**src/rtl/cp0_reg.sv**
```systemverilog
// Coprocessor-0 register file: exception state (EPC/Cause/Status/BadVAddr),
// Count/Compare timer with interrupt, and MFC0/MTC0 access.
module cp0_reg #(
    parameter logic [31:0] PRID_VALUE   = 32'h00004220,
    parameter logic [31:0] CONFIG_VALUE = 32'h00008000
) (
    input  logic        clk,
    input  logic        rst,
    input  logic        we_i,
    input  logic [4:0]  waddr_i,
    input  logic [4:0]  raddr_i,
    input  logic [31:0] data_i,
    input  logic [5:0]  int_i,
    input  logic [31:0] excepttype_i,
    input  logic [31:0] current_inst_addr_i,
    input  logic        is_in_delayslot_i,
    input  logic [31:0] bad_addr_i,
    output logic [31:0] data_o,
    output logic [31:0] badvaddr_o,
    output logic [31:0] count_o,
    output logic [31:0] compare_o,
    output logic [31:0] status_o,
    output logic [31:0] cause_o,
    output logic [31:0] epc_o,
    output logic        timer_int_o
);

    localparam logic [4:0] REG_BADVADDR = 5'd8;
    localparam logic [4:0] REG_COUNT    = 5'd9;
    localparam logic [4:0] REG_COMPARE  = 5'd11;
    localparam logic [4:0] REG_STATUS   = 5'd12;
    localparam logic [4:0] REG_CAUSE    = 5'd13;
    localparam logic [4:0] REG_EPC      = 5'd14;
    localparam logic [4:0] REG_PRID     = 5'd15;
    localparam logic [4:0] REG_CONFIG   = 5'd16;

    localparam logic [31:0] STATUS_RESET = 32'h00400000;

    logic [31:0] r_badvaddr;
    logic [31:0] r_count;
    logic [31:0] r_compare;
    logic [31:0] r_status;
    logic [31:0] r_cause;
    logic [31:0] r_epc;
    logic        r_timer_int;
    logic        r_tick;

    logic        w_exc_take;
    logic        w_exc_adr;
    logic        w_eret;
    logic [4:0]  w_exc_code;
    logic [31:0] w_epc_next;

    // Unknown codes fall through with w_exc_take low, i.e. behave as no exception.
    always_comb begin
        w_exc_take = 1'b1;
        w_exc_adr  = 1'b0;
        w_eret     = 1'b0;
        w_exc_code = '0;
        case (excepttype_i)
            32'h1: w_exc_code = 5'd0;
            32'h4: begin w_exc_code = 5'd4; w_exc_adr = 1'b1; end
            32'h5: begin w_exc_code = 5'd5; w_exc_adr = 1'b1; end
            32'h8: w_exc_code = 5'd8;
            32'h9: w_exc_code = 5'd9;
            32'ha: w_exc_code = 5'd10;
            32'hc: w_exc_code = 5'd12;
            32'he: begin w_exc_take = 1'b0; w_eret = 1'b1; end
            default: w_exc_take = 1'b0;
        endcase
    end

    assign w_epc_next = is_in_delayslot_i ? current_inst_addr_i - 32'd4
                                          : current_inst_addr_i;

    // Later assignments win: MTC0 lands first, exception/ERET fields override it.
    always_ff @(posedge clk) begin
        if (rst) begin
            r_badvaddr  <= '0;
            r_count     <= '0;
            r_compare   <= '0;
            r_status    <= STATUS_RESET;
            r_cause     <= '0;
            r_epc       <= '0;
            r_timer_int <= 1'b0;
            r_tick      <= 1'b0;
        end else begin
            r_tick         <= ~r_tick;
            r_cause[15:10] <= int_i;
            if (r_tick) begin
                r_count <= r_count + 32'd1;
            end
            if (r_compare != '0 && r_count == r_compare) begin
                r_timer_int <= 1'b1;
            end

            if (we_i) begin
                case (waddr_i)
                    REG_COUNT:   r_count <= data_i;
                    REG_COMPARE: begin
                        r_compare   <= data_i;
                        r_timer_int <= 1'b0;
                    end
                    REG_STATUS: begin
                        r_status[15:8] <= data_i[15:8];
                        r_status[1:0]  <= data_i[1:0];
                    end
                    REG_CAUSE:   r_cause[9:8] <= data_i[9:8];
                    REG_EPC:     r_epc <= data_i;
                    default:     ;
                endcase
            end

            if (w_exc_take) begin
                if (!r_status[1]) begin
                    r_epc       <= w_epc_next;
                    r_cause[31] <= is_in_delayslot_i;
                end
                r_status[1]  <= 1'b1;
                r_cause[6:2] <= w_exc_code;
                if (w_exc_adr) begin
                    r_badvaddr <= bad_addr_i;
                end
            end else if (w_eret) begin
                r_status[1] <= 1'b0;
            end
        end
    end

    always_comb begin
        data_o = '0;
        case (raddr_i)
            REG_BADVADDR: data_o = r_badvaddr;
            REG_COUNT:    data_o = r_count;
            REG_COMPARE:  data_o = r_compare;
            REG_STATUS:   data_o = r_status;
            REG_CAUSE:    data_o = r_cause;
            REG_EPC:      data_o = r_epc;
            REG_PRID:     data_o = PRID_VALUE;
            REG_CONFIG:   data_o = CONFIG_VALUE;
            default:      data_o = '0;
        endcase
    end

    assign badvaddr_o  = r_badvaddr;
    assign count_o     = r_count;
    assign compare_o   = r_compare;
    assign status_o    = r_status;
    assign cause_o     = r_cause;
    assign epc_o       = r_epc;
    assign timer_int_o = r_timer_int;

endmodule

```
**config.mk**
```make
export PLATFORM = sky130hd
export DESIGN_NAME = cp0_reg
export DESIGN_NICKNAME = d
export VERILOG_FILES = /design/src/rtl/cp0_reg.sv
export SDC_FILE = /design/constraint.sdc
export NUM_CORES = 1
export LEC_CHECK = 0
export BUFFER_PORTS_ARGS = -buffer_cell sky130_fd_sc_hd__buf_2
export CELL_PAD_IN_SITES_DETAIL_PLACEMENT = 1
export CELL_PAD_IN_SITES_GLOBAL_PLACEMENT = 1
export CORE_MARGIN = 4
export CORE_UTILIZATION = 37
export DETAILED_ROUTE_END_ITERATION = 16
export HOLD_SLACK_MARGIN = 0.08
export PLACE_DENSITY = 0.95
export SYNTH_ARGS = -nofsm -noshare
export SYNTH_HDL_FRONTEND = slang
export SYNTH_SLANG_ARGS = --single-unit
export TNS_END_PERCENT = 1
```
**constraint.sdc**
```tcl
create_clock -name clk -period 5.8 [get_ports clk]
set_clock_uncertainty 0.05 [all_clocks]
set_input_delay 1.45 -clock clk [delete_from_list [all_inputs] [get_ports clk]]
set_output_delay 1.45 -clock clk [all_outputs]
set_load 0.02 [all_outputs]
```
==> summary.json, run 1 <==
{
  "layout": {
    "commonest_cells_after_routing_fill_and_taps_aside": "buf_2, dfxtp_1, nand2_1",
    "fin_nets": 1475,
    "synthToLayoutAreaGrowth_pct": 26.7,
    "mostFrequentLayoutCell": "buf_2",
    "drive_gt1_frac": 0.304
  },
  "synth": {
    "count_of_flip_flops_with_a_built_in_enable_after_synthesis": 0,
    "netlist_area_sq_mm": 0.00870,
    "yosys_most_used_dff": "dfxtp_1",
    "postSynthRegisterBits": 153,
    "synth-async-reset-ratio": 0,
    "synth-seq-area-share": 0.352,
    "synth_warnings": 0,
    "yosys.area.top_type_share": 0.352,
    "syn_inst": 1041,
    "post-synth-top-area-cell": "dfxtp_1",
    "synth.lib_cells_used.distinct": 62,
    "yosys-top-cells-area": "dfxtp_1, a211oi_1, xnor2_1",
    "syn_avg_cell_area_sq_um": 8.36
  },
  "route": {
    "route.detailed.drc": 0,
    "detailedRoute.firstIterationViolations": 798,
    "wl_mm": 38.2,
    "via_count": 9342,
    "post_drt_wl_per_cell_um": 23.1,
    "vias_per_cell": 5.65,
    "firstDrtPassIters": 6,
    "ant_nets": 0
  },
  "power": {
    "power.static_leakage_nw": 4.79,
    "max-vdd-ir-drop_v": 0.000160,
    "pnr_total_power_mw": 2.45,
    "power_density_mw_per_mm2": 223
  },
  "sta": {
    "rsz_0062_raised_after_global_routing": "false",
    "final_min_period_over_clock_period": 0.854,
    "tightestPinTransition_ns": 1.24,
    "fin_tns_setup_ns": 0,
    "setup-violations-final": 0,
    "highest_clock_frequency_the_design_can_meet_mhz": 202,
    "number_of_endpoints_with_negative_hold_slack_in_the_final_report": 0,
    "worst_slew_margin_rel": 0.166,
    "worst_hold_slack_across_all_endpoints_ns": 0.465,
    "finalCriticalPeriod_ns": 4.95,
    "final_max_slew_viol_count": 0
  },
  "grt": {
    "antenna_found_initial": 2,
    "grt_overflow": 0,
    "maximum_number_of_pins_on_one_net_before_global_route_repair": 83,
    "track_usage": 0.282,
    "top_usage_layer": "met2",
    "grt_met1_usage": 0.346,
    "grt.met3_usage": 0.0648,
    "global_route_wire_length_before_repair_mm": 57.8,
    "grt.met2_usage": 0.487,
    "grt_pass1_vias": 9732
  },
  "clock_network": {
    "hold_fix_buffer_count_after_cts": 0,
    "clock-root-buffer": "clkbuf_16",
    "cts_tree": "built",
    "clock_transition_at_the_registers_of_the_reported_paths_ns": 0.07,
    "cts_sinks": 153,
    "clk_latency_ns": 0.43,
    "clock_tree_buf_depth": 2,
    "ctsHtreeMaxLevel": 4,
    "cts_post_setup_buffers_inserted": 0,
    "cts_buffers": 17,
    "post_cts_resized": 0
  },
  "critical_path": {
    "regToRegSetupSlack_ns": 3.11,
    "critical_path_required_ns": 4.30,
    "crit_path_top_delay_cell": "nor2b_2",
    "worst-setup-path-type": "primary input to output pin",
    "cpMostUsedCell": "buf_2",
    "r2r_start": "count_o[11]",
    "reg2reg_to": "count_o[23]",
    "delay_heaviest_family_cp": "simple AND/OR/NAND/NOR gates",
    "worstPathBufferInverterCount": 4,
    "arr_time_crit_path_ns": 3.45,
    "critical_path.cell_chain": "buf_2 -> nor4b_2 -> buf_4 -> nor2b_2 -> buf_12 -> a222oi_1 -> nand2_1 -> buf_2",
    "cp-startpoint": "raddr_i[0]",
    "worstPathMaxFanout": 12,
    "ff2ff_path_depth": 5,
    "end_kind": "output pin",
    "critical_path.max_stage_delay_ns": 0.66,
    "critical_path.startpoint_type": "primary input"
  },
  "floorplanning": {
    "dieHeight_um": 161,
    "fp.dieW_um": 161,
    "core-area_sq_mm": 0.0229,
    "start_util": 0.380,
    "boundaryPins": 373,
    "placement_rows": 55,
    "die_area_sq_mm": 0.0260
  },
  "hold_path": {
    "number_of_cells_traversed_by_the_worst_hold_path": 2,
    "min_to": "cause_o[5]",
    "worst_hold_path_type": "flip-flop to flip-flop",
    "min_from": "cause_o[5]"
  },
  "place": {
    "hpwlAfterDp_mm": 28.6,
    "port_buffers": 331,
    "routability_congestion_estimate_from_global_placement": 0.834
  },
  "flow_run": {
    "timing.max_cap.violations": 0
  },
  "status": {
    "run_status": "finished clean"
  }
}
[per-layer routing]
metal,vias to the layer above,wire (um),part of all wire
li1,4248,-,-
met1,4628,15500,0.41
met5,-,0,0
met4,0,1050,0.028
met3,77,2810,0.074
met2,389,18900,0.49
[tightest hold or removal path, stage by stage, from the launching register on]
cell and delay (ns):
dfxtp_1 0.34, nand2b_1 0.08, o21ai_1 0.06
[final cells by class]
cell class / count / area, sq um
fillers: 2837 / 11900
diodes: 2 / 5.00
inverters: 3 / 11.3
flip-flops and latches: 153 / 3060
clock inverters: 15 / 156
multi-input cells: 805 / 5170
well taps: 313 / 392
clock buffers: 17 / 425
repair buffers: 345 / 1800
[how the worst max path moves through the flow]
stage / depth (start not counted) / to / slack (ns)
2_1_floorplan: 5 / data_o[5] / 1.24
3_3_place_gp: 8 / data_o[0] / 0.99
3_5_place_dp: 6 / data_o[8] / 0.91
4_1_cts: 6 / data_o[8] / 0.89
5_1_grt: 8 / data_o[0] / 0.81
6_report: 8 / data_o[0] / 0.85
[power breakdown]
| part | internal, mW | switching (mW) |
|---|---|---|
| Combinational | 0.0870 | 0.164 |
| Sequential | 1.06 | 0.0182 |
| Clock | 0.610 | 0.515 |
[registers in the layout, summed over array words and instances, names as in the netlist]
signal       cells
cause_o         13
epc_o           32
count_o         32
r_tick           1
timer_int_o      1
badvaddr_o      32
compare_o       32
status_o        10
[kinds of logic (layout without fill, tap and decap cells)]
kind of cell    count (synthesis)  after routing  synth area share
simple gates                  400            400             0.239
compound gates                219            219             0.178
flops                         153            153             0.352
buf+inv                       122            380            0.0746
xor+xnor                       89             89            0.0896
mux                            54             54            0.0628
fa+ha+maj                       2              2           0.00288
other cells                     2             43          0.000863
[synth_stat cells (2+ instances only)]
cell type / number
buf_6: 3
nor3_1: 18
nand2_1: 118
nor3b_1: 6
nor4b_2: 2
nand2b_1: 5
buf_1: 3
nor2b_1: 42
xor2_1: 29
o31ai_1: 2
nand4_1: 24
nand4b_1: 3
buf_2: 8
dfxtp_1: 153
nor4_1: 23
or3_1: 5
nor4bb_1: 2
xnor2_1: 60
a22oi_1: 57
inv_1: 3
o21ai_1: 2
nor4_4: 4
a222oi_1: 6
mux2i_1: 49
o21ai_0: 9
a32oi_1: 2
nor2_1: 102
and4_1: 2
mux2_2: 5
clkbuf_1: 62
a221oi_1: 2
ha_1: 2
conb_1: 2
a21oi_1: 42
or2_1: 2
buf_4: 42
a211oi_1: 90
and3_1: 8
and2_1: 2
nand3_1: 18
[through the flow]
step | setup slack [ns] | utilization | cell area (sq um) | cells
detailed placement | 0.910 | 0.456 | 10400 | 1619
finish | 0.849 | 0.481 | 11000 | 1653
CTS | 0.894 | 0.481 | 11000 | 1651
global route | 0.810 | 0.481 | 11000 | 1653
floorplan | 1.24 | - | 8850 | 1080
global placement | 0.994 | 0.456 | 10400 | 1619
No activity file was read; power rests on OpenSTA's default activity.
==> inputs of run 2 (changes only) <==
--- a/config.mk
+++ b/config.mk
@@ -11,4 +11,5 @@
 export CORE_MARGIN = 4
 export CORE_UTILIZATION = 37
+export CTS_CLUSTER_SIZE = 10
 export DETAILED_ROUTE_END_ITERATION = 16
 export HOLD_SLACK_MARGIN = 0.08
--- a/constraint.sdc
+++ b/constraint.sdc
@@ -3,3 +3,3 @@
 set_input_delay 1.45 -clock clk [delete_from_list [all_inputs] [get_ports clk]]
 set_output_delay 1.45 -clock clk [all_outputs]
-set_load 0.02 [all_outputs]
+set_load 0.005 [all_outputs]
==> run 2 against run 1 <==
Register-to-register slack worse by 0.07 ns. Maximum frequency is 3.8% lower. Wire length is 1.2% higher. Count of clock-buffer cells in the layout stayed put. Highest routed layer is now met5.
==> summary.json, run 2 (synthesis gave the netlist of run 1 again) <==
{
  "clock_network": {
    "cts_tree": "built",
    "clock-root-buffer": "clkbuf_16",
    "clock_transition_at_the_registers_of_the_reported_paths": {"value": 0.07, "unit": "ns", "change": "about the same"},
    "ctsHtreeMaxLevel": {"value": 4, "change": "unchanged"},
    "hold_fix_buffer_count_after_cts": {"value": 0, "change": "unchanged"},
    "cts_post_setup_buffers_inserted": {"value": 0, "change": "unchanged"},
    "cts_sinks": {"value": 153, "change": "unchanged"},
    "post_cts_resized": {"value": 0, "change": "unchanged"},
    "clk_latency": {"value": 0.42, "unit": "ns", "change": "about the same"},
    "clock_tree_buf_depth": {"value": 2, "change": "unchanged"},
    "cts_buffers": {"value": 17, "change": "unchanged"}
  },
  "grt": {
    "top_usage_layer": "met2",
    "grt_pass1_vias": {"value": 9824, "change": "+0.95%"},
    "grt.met2_usage": {"value": 0.500, "change": "+0.0128"},
    "grt.met3_usage": {"value": 0.0579, "change": "-0.00689"},
    "antenna_found_initial": {"value": 2, "change": "unchanged"},
    "track_usage": {"value": 0.284, "change": "+0.00201"},
    "maximum_number_of_pins_on_one_net_before_global_route_repair": {"value": 83, "change": "unchanged"},
    "grt_overflow": {"value": 0, "change": "unchanged"},
    "global_route_wire_length_before_repair": {"value": 58.1, "unit": "mm", "change": "+0.53%"},
    "grt_met1_usage": {"value": 0.345, "change": "-0.00153"}
  },
  "critical_path": {
    "worst-setup-path-type": "primary input to output pin",
    "end_kind": "output pin",
    "critical_path.cell_chain": "buf_2 -> nor4b_2 -> nor2b_2 -> buf_4 -> a22oi_1 -> nand2_1 -> buf_2",
    "r2r_start": "count_o[11]",
    "reg2reg_to": "count_o[28]",
    "worstPathMaxFanout": {"value": 13, "change": "+1"},
    "worstPathBufferInverterCount": {"value": 3, "change": "-1"},
    "critical_path.max_stage_delay": {"value": 0.84, "unit": "ns", "change": "+0.18 ns"},
    "ff2ff_path_depth": {"value": 5, "change": "unchanged"},
    "critical_path_required": {"value": 4.30, "unit": "ns", "change": "about the same"},
    "arr_time_crit_path": {"value": 3.65, "unit": "ns", "change": "+0.20 ns"},
    "cpMostUsedCell": "buf_2",
    "regToRegSetupSlack": {"value": 3.04, "unit": "ns", "change": "-0.07 ns"},
    "critical_path.startpoint_type": "primary input",
    "delay_heaviest_family_cp": "simple AND/OR/NAND/NOR gates",
    "crit_path_top_delay_cell": "nor2b_2"
  },
  "sta": {
    "tightestPinTransition": {"value": 1.25, "unit": "ns", "change": "+0.00307 ns"},
    "number_of_endpoints_with_negative_hold_slack_in_the_final_report": {"value": 0, "change": "unchanged"},
    "final_max_slew_viol_count": {"value": 0, "change": "unchanged"},
    "highest_clock_frequency_the_design_can_meet": {"value": 194, "unit": "MHz", "change": "-3.8%"},
    "finalCriticalPeriod": {"value": 5.15, "unit": "ns", "change": "+0.198 ns"},
    "setup-violations-final": {"value": 0, "change": "unchanged"},
    "final_min_period_over_clock_period": {"value": 0.888, "change": "+0.0341"},
    "fin_tns_setup": {"value": 0, "unit": "ns", "change": "unchanged"},
    "rsz_0062_raised_after_global_routing": "false",
    "worst_slew_margin_rel": {"value": 0.164, "change": "-0.00206"}
  },
  "hold_path": {
    "worst_hold_path_type": "flip-flop to flip-flop",
    "number_of_cells_traversed_by_the_worst_hold_path": {"value": 2, "change": "unchanged"},
    "min_to": "cause_o[5]",
    "min_from": "cause_o[5]"
  },
  "route": {
    "route.detailed.drc": {"value": 0, "change": "unchanged"},
    "post_drt_wl_per_cell": {"value": 23.4, "unit": "um", "change": "+1.3%"},
    "wl": {"value": 38.7, "unit": "mm", "change": "+1.2%"},
    "detailedRoute.firstIterationViolations": {"value": 747, "change": "-6.4%"},
    "ant_nets": {"value": 0, "change": "unchanged"},
    "vias_per_cell": {"value": 5.68, "change": "+0.50%"},
    "firstDrtPassIters": {"value": 5, "change": "-1"},
    "via_count": {"value": 9383, "change": "+0.44%"}
  },
  "floorplanning": {
    "fp.dieW": {"value": 161, "unit": "um", "change": "unchanged"},
    "die_area": {"value": 0.0260, "unit": "sq mm", "change": "unchanged"},
    "boundaryPins": {"value": 373, "change": "unchanged"},
    "placement_rows": {"value": 55, "change": "unchanged"},
    "core-area": {"value": 0.0229, "unit": "sq mm", "change": "unchanged"},
    "dieHeight": {"value": 161, "unit": "um", "change": "unchanged"},
    "start_util": {"value": 0.380, "change": "unchanged"}
  },
  "flow_run": {
    "timing.max_cap.violations": {"value": 0, "change": "unchanged"}
  },
  "place": {
    "routability_congestion_estimate_from_global_placement": {"value": 0.855, "change": "+2.5%"},
    "hpwlAfterDp": {"value": 28.9, "unit": "mm", "change": "+1.1%"},
    "post_dp_cell_area": {"value": 0.0104, "unit": "sq mm", "change": "-0.12%"},
    "port_buffers": {"value": 331, "change": "unchanged"}
  },
  "layout": {
    "drive_gt1_frac": {"value": 0.304, "change": "unchanged"},
    "synthToLayoutAreaGrowth": {"value": 26.6, "unit": "%", "change": "about the same"},
    "design_area": {"value": 0.0110, "unit": "sq mm", "change": "about the same"},
    "mostFrequentLayoutCell": "buf_2",
    "number_of_filler_instances_in_the_final_layout": {"value": 2866, "change": "+1.0%"},
    "fin_nets": {"value": 1475, "change": "unchanged"},
    "commonest_cells_after_routing_fill_and_taps_aside": "buf_2, dfxtp_1, nand2_1"
  },
  "power": {
    "power.static_leakage": {"value": 4.78, "unit": "nW", "change": "-0.23%"},
    "power_density": {"value": 220, "unit": "mW/mm^2", "change": "-1.1%"},
    "max-vdd-ir-drop": {"value": 0.000162, "unit": "V", "change": "+1.1%"}
  },
  "status": {
    "run_status": "finished clean"
  }
}
[run 2: cell count changes in the layout (fill, tap and decap cells not counted), sizes merged]
cell	before	now
inv	12	9
clkinvlp	2	4
clkinv	3	4
diode	2	1
[run 2: final cells by class]
class	instances	area (sq um)	share of cell area
antenna	1	2.50	0.000227
clock buffer	17	425	0.0386
clock inverter	15	161	0.0147
inverter	3	11.3	0.00102
multi-input combinational	805	5170	0.470
sequential	153	3060	0.278
tap	313	392	0.0355
timing repair buffer	345	1790	0.162
[run 2: through the flow]
| step | hold WS (ns) | total power [mW] | utilization | cells | setup slack (ns) |
|---|---|---|---|---|---|
| global placement | 0.430 | 1.31 | 0.455 | 1619 | 0.865 |
| finish | 0.459 | 2.43 | 0.481 | 1652 | 0.652 |
| floorplan | 0.422 | 1.21 | - | 1080 | 1.41 |
| detailed placement | 0.456 | 1.32 | 0.455 | 1619 | 0.719 |
| global route | 0.502 | 2.51 | 0.481 | 1652 | 0.606 |
| CTS | 0.466 | 2.44 | 0.481 | 1651 | 0.715 |
[run 2: worst max path at each step]
stage,startpoint,endpoint,slack (ns),depth (start not counted)
after floorplan,raddr_i[1],data_o[2],1.41,6
after global placement,raddr_i[0],data_o[17],0.86,7
after detailed placement,raddr_i[0],data_o[20],0.72,7
after CTS,raddr_i[0],data_o[20],0.71,7
after global routing,raddr_i[0],data_o[20],0.61,7
final,raddr_i[0],data_o[20],0.65,7
[run 2: layer usage]
metal  wire length (um)  part of all wire
met5                 12           0.00031
met4               1120             0.029
met3               2630             0.068
met2              19200              0.50
met1              15700              0.41
[run 2: worst reg2reg max path: stages (launching register included)]
cell and delay (ns):
dfxtp_1 0.63, nand4_1 0.23, nor3_1 1.03, nand4_1 0.25, xor2_1 0.22, a211oi_1 0.25
[run 2: power by group]
group / switching, mW / leakage [nW] / total (mW) / internal (mW)
logic: 0.131 / 3.27 / 0.218 / 0.0864
registers: 0.0188 / 1.24 / 1.08 / 1.06
clock network: 0.521 / 0.275 / 1.13 / 0.608
